**config.mk**
```make
export PLATFORM = sky130hd
export DESIGN_NAME = fetch_unit_flat
export DESIGN_NICKNAME = d
export VERILOG_FILES = /design/src/rtl/rv_pkg.sv /design/src/rtl/fetch_unit_if.sv /design/src/rtl/if_id_reg.sv /design/src/rtl/fetch_unit.sv /design/src/flat_wrapper.sv
export SDC_FILE = /design/constraint.sdc
export NUM_CORES = 1
export LEC_CHECK = 0
export BUFFER_PORTS_ARGS = -buffer_cell sky130_fd_sc_hd__buf_2
export CORE_MARGIN = 4
export CORE_UTILIZATION = 58
export DETAILED_ROUTE_END_ITERATION = 7
export PLACE_DENSITY_LB_ADDON = 0.2
export SLEW_MARGIN = 20
export SYNTH_ARGS = -nofsm -noshare
export SYNTH_HDL_FRONTEND = slang
export SYNTH_SLANG_ARGS = --single-unit
```
**constraint.sdc**
```tcl
create_clock -name clk -period 3.5 [get_ports clk]
set_input_delay 0.7 -clock clk [delete_from_list [all_inputs] [get_ports clk]]
set_output_delay 0.7 -clock clk [all_outputs]
set_load 0.01 [all_outputs]
```
**src/rtl/rv_pkg.sv**
```systemverilog
// Shared front-end types: fetch FSM states and the IF/ID pipeline register
// payload, which the decode-stage register reuses.
package rv_pkg;

  localparam logic [31:0] NOP_INST = 32'h0000_0013;

  typedef enum logic [1:0] {S_IDLE, S_REQ, S_WAIT, S_FULL} fetch_state_t;

  typedef struct packed {
    logic        valid;
    logic [31:0] inst;
    logic [31:0] pc;
    logic [31:0] pc_plus4;
  } if_id_t;

  function automatic logic [31:0] word_align(input logic [31:0] a);
    return {a[31:2], 2'b00};
  endfunction

endpackage

```
**src/rtl/fetch_unit_if.sv**
```systemverilog
// Instruction-memory request/response bus: one word request, one response.
interface fetch_unit_if;
  logic        imem_req;
  logic [31:0] imem_addr;
  logic        imem_ready;
  logic        imem_rvalid;
  logic [31:0] imem_rdata;

  modport master (output imem_req, imem_addr, input imem_ready, imem_rvalid, imem_rdata);
  modport slave  (input imem_req, imem_addr, output imem_ready, imem_rvalid, imem_rdata);
endinterface

```
**src/rtl/if_id_reg.sv**
```systemverilog
// IF/ID pipeline register. Flush beats load beats stall; an empty slot shows a NOP.
module if_id_reg
  import rv_pkg::*;
#(
  parameter logic [31:0] NOP = 32'h0000_0013
) (
  input  logic   clk,
  input  logic   reset_n,
  input  logic   flush_i,
  input  logic   stall_i,
  input  logic   load_i,
  input  if_id_t d_i,
  output if_id_t q_o
);

  if_id_t q_q;

  always_ff @(posedge clk) begin
    if (!reset_n)
      q_q <= '{valid: 1'b0, inst: NOP, pc: 32'h0, pc_plus4: 32'h0};
    else if (flush_i)
      q_q <= '{valid: 1'b0, inst: NOP, pc: q_q.pc, pc_plus4: q_q.pc_plus4};
    else if (load_i)
      q_q <= d_i;
    else if (!stall_i)
      q_q <= '{valid: 1'b0, inst: NOP, pc: q_q.pc, pc_plus4: q_q.pc_plus4};
  end

  assign q_o = q_q;

endmodule

```
**src/rtl/fetch_unit.sv**
```systemverilog
// Instruction fetch: owns the PC, keeps one request in flight, parks a response
// in a hold buffer while ID is stalled, and squashes wrong-path data on redirect.
module fetch_unit
  import rv_pkg::*;
#(
  parameter logic [31:0] RESET_PC = 32'h0000_0000,
  parameter logic [31:0] NOP_INST = rv_pkg::NOP_INST
) (
  input  logic         clk,
  input  logic         reset_n,
  fetch_unit_if.master imem,
  input  logic         redirect_valid,
  input  logic [31:0]  redirect_pc,
  input  logic         stall_id,
  output logic         id_valid,
  output logic [31:0]  id_inst,
  output logic [31:0]  id_pc,
  output logic [31:0]  id_pc_plus4
);

  fetch_state_t state_q, state_d;
  logic [31:0]  pc_q, pc_d;
  logic [31:0]  req_pc_q, req_pc_d;
  logic [31:0]  hold_q, hold_d;
  logic         drop_q, drop_d;
  logic         req;
  logic         load;
  logic [31:0]  load_inst;
  if_id_t       load_data;
  if_id_t       ifid;

  always_ff @(posedge clk) begin
    if (!reset_n) begin
      state_q  <= S_IDLE;
      pc_q     <= RESET_PC;
      req_pc_q <= 32'h0;
      hold_q   <= NOP_INST;
      drop_q   <= 1'b0;
    end else begin
      state_q  <= state_d;
      pc_q     <= pc_d;
      req_pc_q <= req_pc_d;
      hold_q   <= hold_d;
      drop_q   <= drop_d;
    end
  end

  always_comb begin
    state_d   = state_q;
    pc_d      = pc_q;
    req_pc_d  = req_pc_q;
    hold_d    = hold_q;
    drop_d    = drop_q;
    req       = 1'b0;
    load      = 1'b0;
    load_inst = imem.imem_rdata;
    case (state_q)
      S_IDLE: state_d = S_REQ;
      S_REQ: begin
        req = 1'b1;
        if (imem.imem_ready) begin
          // An accepted request that races a redirect is still owed a response;
          // mark it so that response is thrown away.
          req_pc_d = pc_q;
          pc_d     = pc_q + 32'd4;
          drop_d   = redirect_valid;
          state_d  = S_WAIT;
        end
      end
      S_WAIT: begin
        if (imem.imem_rvalid) begin
          drop_d  = 1'b0;
          state_d = S_REQ;
          if (!drop_q && !redirect_valid) begin
            if (!id_valid || !stall_id) begin
              load = 1'b1;
            end else begin
              hold_d  = imem.imem_rdata;
              state_d = S_FULL;
            end
          end
        end else if (redirect_valid) begin
          drop_d = 1'b1;
        end
      end
      S_FULL: begin
        if (redirect_valid) begin
          state_d = S_REQ;
        end else if (!stall_id) begin
          load      = 1'b1;
          load_inst = hold_q;
          state_d   = S_REQ;
        end
      end
      default: state_d = S_IDLE;
    endcase
    if (redirect_valid) pc_d = word_align(redirect_pc);
  end

  assign load_data = '{valid: 1'b1, inst: load_inst, pc: req_pc_q, pc_plus4: req_pc_q + 32'd4};

  if_id_reg #(.NOP(NOP_INST)) u_if_id (
    .clk     (clk),
    .reset_n (reset_n),
    .flush_i (redirect_valid),
    .stall_i (stall_id),
    .load_i  (load),
    .d_i     (load_data),
    .q_o     (ifid)
  );

  assign imem.imem_req  = req;
  assign imem.imem_addr = word_align(pc_q);
  assign id_valid       = ifid.valid;
  assign id_inst        = ifid.inst;
  assign id_pc          = ifid.pc;
  assign id_pc_plus4    = ifid.pc_plus4;

endmodule
```
**src/flat_wrapper.sv**
```systemverilog
// flat-port wrapper written by rule: the top's interface ports become plain ports
module fetch_unit_flat import rv_pkg::*;
#(
  parameter logic [31:0] RESET_PC = 32'h0000_0000,
  parameter logic [31:0] NOP_INST = rv_pkg::NOP_INST
)
  (clk, reset_n, redirect_valid, redirect_pc, stall_id, id_valid, id_inst, id_pc, id_pc_plus4, imem_imem_req, imem_imem_addr, imem_imem_ready, imem_imem_rvalid, imem_imem_rdata);
  fetch_unit_if imem_i ();
  input  logic clk;
  input  logic reset_n;
  input  logic redirect_valid;
  input  logic [31:0] redirect_pc;
  input  logic stall_id;
  output logic id_valid;
  output logic [31:0] id_inst;
  output logic [31:0] id_pc;
  output logic [31:0] id_pc_plus4;
  output wire logic [$bits(imem_i.imem_req)-1:0] imem_imem_req;
  output wire logic [$bits(imem_i.imem_addr)-1:0] imem_imem_addr;
  input wire logic [$bits(imem_i.imem_ready)-1:0] imem_imem_ready;
  input wire logic [$bits(imem_i.imem_rvalid)-1:0] imem_imem_rvalid;
  input wire logic [$bits(imem_i.imem_rdata)-1:0] imem_imem_rdata;
  assign imem_imem_req = imem_i.imem_req;
  assign imem_imem_addr = imem_i.imem_addr;
  assign imem_i.imem_ready = imem_imem_ready;
  assign imem_i.imem_rvalid = imem_imem_rvalid;
  assign imem_i.imem_rdata = imem_imem_rdata;
  fetch_unit #(.RESET_PC(RESET_PC), .NOP_INST(NOP_INST)) u_core (.clk(clk), .reset_n(reset_n), .imem(imem_i), .redirect_valid(redirect_valid), .redirect_pc(redirect_pc), .stall_id(stall_id), .id_valid(id_valid), .id_inst(id_inst), .id_pc(id_pc), .id_pc_plus4(id_pc_plus4));
endmodule
```
==> impl_metrics.csv <==
group,metric,value,unit
logic_synthesis,syn-cell-area,0.008167,mm²
detailed_routing,dr_total_vias,7846,
place,dp_hpwl,14520,µm
final_layout,fin_cells,1393,
worst_setup_path,path_cells,"inv_1 -> ha_1 -> nand4_1 -> nor4_1 -> nand3_1 -> xor2_1 -> a21oi_1",
logic_synthesis,syn_avg_cell_area,7.741,µm²
final_layout,stdcell_area,0.009671,mm²
sta,rsz0062_at_grt,"false",
sta,post-route-period-util,63.61,%
clock_network,path_clk_slew,0.07,ns
status,outcome,"finished clean",
final_layout,insertedDiodeCount,0,
logic_synthesis,ys_async_sr_fraction,0,%
flow_run,cap_violations,0,
power,seqPwrFrac,51.9,%
grt,grt_overflow,0,
worst_setup_path,crit_path_end_kind,"flip-flop",
sta,slew_viol_final,0,
final_layout,multi_input_area,0.004023,mm²
worst_setup_path,criticalPathCategory,"reg2reg",
place,gp_congestion,0.8774,
worst_setup_path,max_stage_delay,0.67,ns
worst_setup_path,crit_path_max_fanout,9,
floorplan,die_x,126.7,µm
logic_synthesis,synthCells,1055,
sta,clock.fmax,449.1,MHz
power,pwr-share-comb,7.8,%
worst_setup_path,path_buf_inv,1,
final_layout,layout-drive-gt1-share,20.94,%
clock_network,cts_sinks,188,
clock_network,cts_hold_buf,0,
place,placed_area,0.009135,mm²
grt,antenna_found_initial,0,
final_layout,fin_nets,1276,
floorplan,rows,43,
logic_synthesis,synthFlopType,"dfxtp_1",
power,p_int,3252,µW
clock_network,cts_tree,"done",
power,switching_share,25.74,%
grt,grt_pass1_wl,34460,µm
floorplan,initial_core_util,59.06,%
logic_synthesis,synth_warnings,0,
detailed_routing,wl,21490,µm
sta,fin_tns_setup,0,ns
detailed_routing,drt_iter0_drc,805,
clock_network,cts_setup_buffers,0,
sta,skew,0.005701,ns
logic_synthesis,synth-edff-count,0,
worst_setup_path,slowest_stage,"nor4_1",
sta,min_period,2.226,ns
power,peakVddDrop,0.0003149,V
grt,grt_pass1_vias,6942,
place,dp.cells,1361,
grt,grt_max_degree,90,
sta,setup_violations,0,
clock_network,clockRootBuffer,"clkbuf_16",
worst_setup_path,worstPathArrival,2.59,ns
floorplan,die_area,0.01604,mm²
sta,hold_violations,0,
floorplan,io_pins,200,
power,leakagePower,0.003791,µW
worst_setup_path,worstPathRequired,3.86,ns
clock_network,cts_resized,0,
grt,track_usage,25.92,%
worst_setup_path,start_kind,"flip-flop",
sta,worst_slew_pin_slew,0.9981,ns
worst_hold_path,hold_path.class,"reg2reg",
final_layout,area_delta_synth_final,18.42,%
worst_setup_path,cp_top_family,"simple AND/OR/NAND/NOR gates",
clock_network,cts_buffers,17,
clock_network,htreeDepth,4,
sta,max_slew_margin,33.30,%
clock_network,clock_path_buffers,2,
power,powerDensity,452.9,mW/mm²
place,io_buffers,191,
detailed_routing,drtAntennaViolNets,0,
final_layout,nFillCells,1189,
floorplan,core,0.01383,mm²
power,switchingPower,1127,µW
detailed_routing,dr.pass1.iters,5,
detailed_routing,drc,0,
power,clkPwrFrac,40.3,%
clock_network,worstSkewPairLatency,0.43,ns
detailed_routing,viasPerCell,5.632,
logic_synthesis,synth_seq_cells,188,
logic_synthesis,yosysUniqueCellTypes,47,
detailed_routing,wire_per_inst,15.43,µm
floorplan,chipHeight,126.7,µm
logic_synthesis,ys_seq_area_share,46.09,%
final_layout,regArea,0.003764,mm²
path summary, 6_finish.rpt:
check	cells after the start	end	slack [ns]	start
setup reg to reg	7	u_core.pc_q[23]$_SDFFE_PN0P_	1.27	u_core.state_q[1]$_SDFFE_PN0P_
setup / recovery	7	u_core.pc_q[23]$_SDFFE_PN0P_	1.27	u_core.state_q[1]$_SDFFE_PN0P_
hold reg to reg	2	u_core.u_if_id.q_o[52]$_SDFFE_PN0P_	0.45	u_core.u_if_id.q_o[52]$_SDFFE_PN0P_
hold / removal	2	u_core.u_if_id.q_o[52]$_SDFFE_PN0P_	0.45	u_core.u_if_id.q_o[52]$_SDFFE_PN0P_
logic make-up (layout without fill, tap and decap cells):
family | after synthesis | after routing | synth area share, %
buffers and inverters | 95 | 248 | 5.194
other | 1 | 6 | 0.04592
adder cells (fa/ha/maj) | 6 | 6 | 0.9192
flip-flops | 188 | 188 | 46.09
AND/OR/NAND/NOR | 445 | 445 | 24.22
XOR/XNOR | 54 | 54 | 5.791
multiplexers | 1 | 1 | 0.1226
AO/OA/AOI/OAI | 265 | 265 | 17.62
registers in the layout, indices dropped and copies added (netlist names):
signal              count
u_core.state_q          2
u_core.drop_q           1
u_core.u_if_id.q_o     93
u_core.hold_q          32
u_core.req_pc_q        30
u_core.pc_q            30
area by class of cell:
class / instances / area share [%]
Clock inverter: 12 / 0.9186
Timing Repair Buffer: 207 / 11.26
Tap cell: 180 / 2.329
Inverter: 9 / 0.3623
Sequential cell: 188 / 38.92
Multi-Input combinational cell: 777 / 41.60
Clock buffer: 20 / 4.619
routing by layer:
layer	GRT usage, %	wire length, µm	up-vias
met5	0	0	-
met4	9.653	516	0
met3	5.558	1753	40
met2	36.43	9143	319
met1	38.93	10080	3614
li1	-	-	3873
stage by stage:
| stage | power [µW] | worst slack (ns) | hold slack, ns | util [%] |
|---|---|---|---|---|
| 2_1_floorplan | 2517 | 1.402 | 0.4366 | - |
| 3_3_place_gp | 2651 | 1.246 | 0.4397 | 66.07 |
| 3_5_place_dp | 2658 | 1.233 | 0.4436 | 66.07 |
| 4_1_cts | 4399 | 1.248 | 0.4525 | 69.94 |
| 5_1_grt | 4544 | 1.140 | 0.4719 | 69.94 |
| 6_report | 4380 | 1.274 | 0.4519 | 69.94 |
layout by cell type, fill, tap and decap left out, types with 5 or more instances in the layout:
cell | netlist | layout
nand2_1 | 276 | 276
nor2_1 | 65 | 64
buf_4 | 7 | 15
and4_1 | 7 | 7
dfxtp_1 | 188 | 188
clkinv_2 | 0 | 5
xor2_1 | 30 | 30
nand4_1 | 29 | 29
and3_1 | 9 | 9
conb_1 | 1 | 6
a31oi_1 | 31 | 31
xnor2_1 | 24 | 24
nor2b_1 | 6 | 5
a21oi_1 | 166 | 166
ha_1 | 6 | 6
inv_1 | 8 | 7
o21ai_0 | 43 | 43
a211oi_1 | 14 | 14
buf_2 | 15 | 191
nand3_1 | 23 | 23
clkbuf_16 | 0 | 17
nor3_1 | 7 | 7
worst register-to-register path: stages, from the launching register on:
cell and delay [ns]:
dfxtp_1 0.34, inv_1 0.08, ha_1 0.36, nand4_1 0.20, nor4_1 0.67, nand3_1 0.19
xor2_1 0.18, a21oi_1 0.14
power groups by stage:
| stage | Clock [µW] | Sequential (µW) | Combinational, µW |
|---|---|---|---|
| after floorplan | 0 | 2310 | 209 |
| after global placement | 0 | 2320 | 333 |
| after detailed placement | 0 | 2320 | 339 |
| after CTS | 1790 | 2270 | 342 |
| after global routing | 1880 | 2280 | 380 |
| final | 1760 | 2270 | 342 |
synthesized netlist by cell type, drive strengths merged (8+ instances only):
| master | number | area, µm² |
|---|---|---|
| nand4 | 31 | 215.2 |
| dfxtp | 188 | 3764 |
| buf | 23 | 138.9 |
| clkbuf | 61 | 231.5 |
| nor4 | 8 | 75.07 |
| a211oi | 14 | 105.1 |
| a21oi | 166 | 830.8 |
| xor2 | 30 | 262.8 |
| and4 | 8 | 71.32 |
| inv | 8 | 30.03 |
| nand3 | 23 | 115.1 |
| xnor2 | 24 | 210.2 |
| nor3 | 9 | 55.05 |
| a31oi | 31 | 193.9 |
| nor2 | 65 | 244.0 |
| nand2 | 276 | 1036 |
| o21ai | 43 | 215.2 |
| and3 | 10 | 63.81 |
Power figures use the tool's default switching activity.
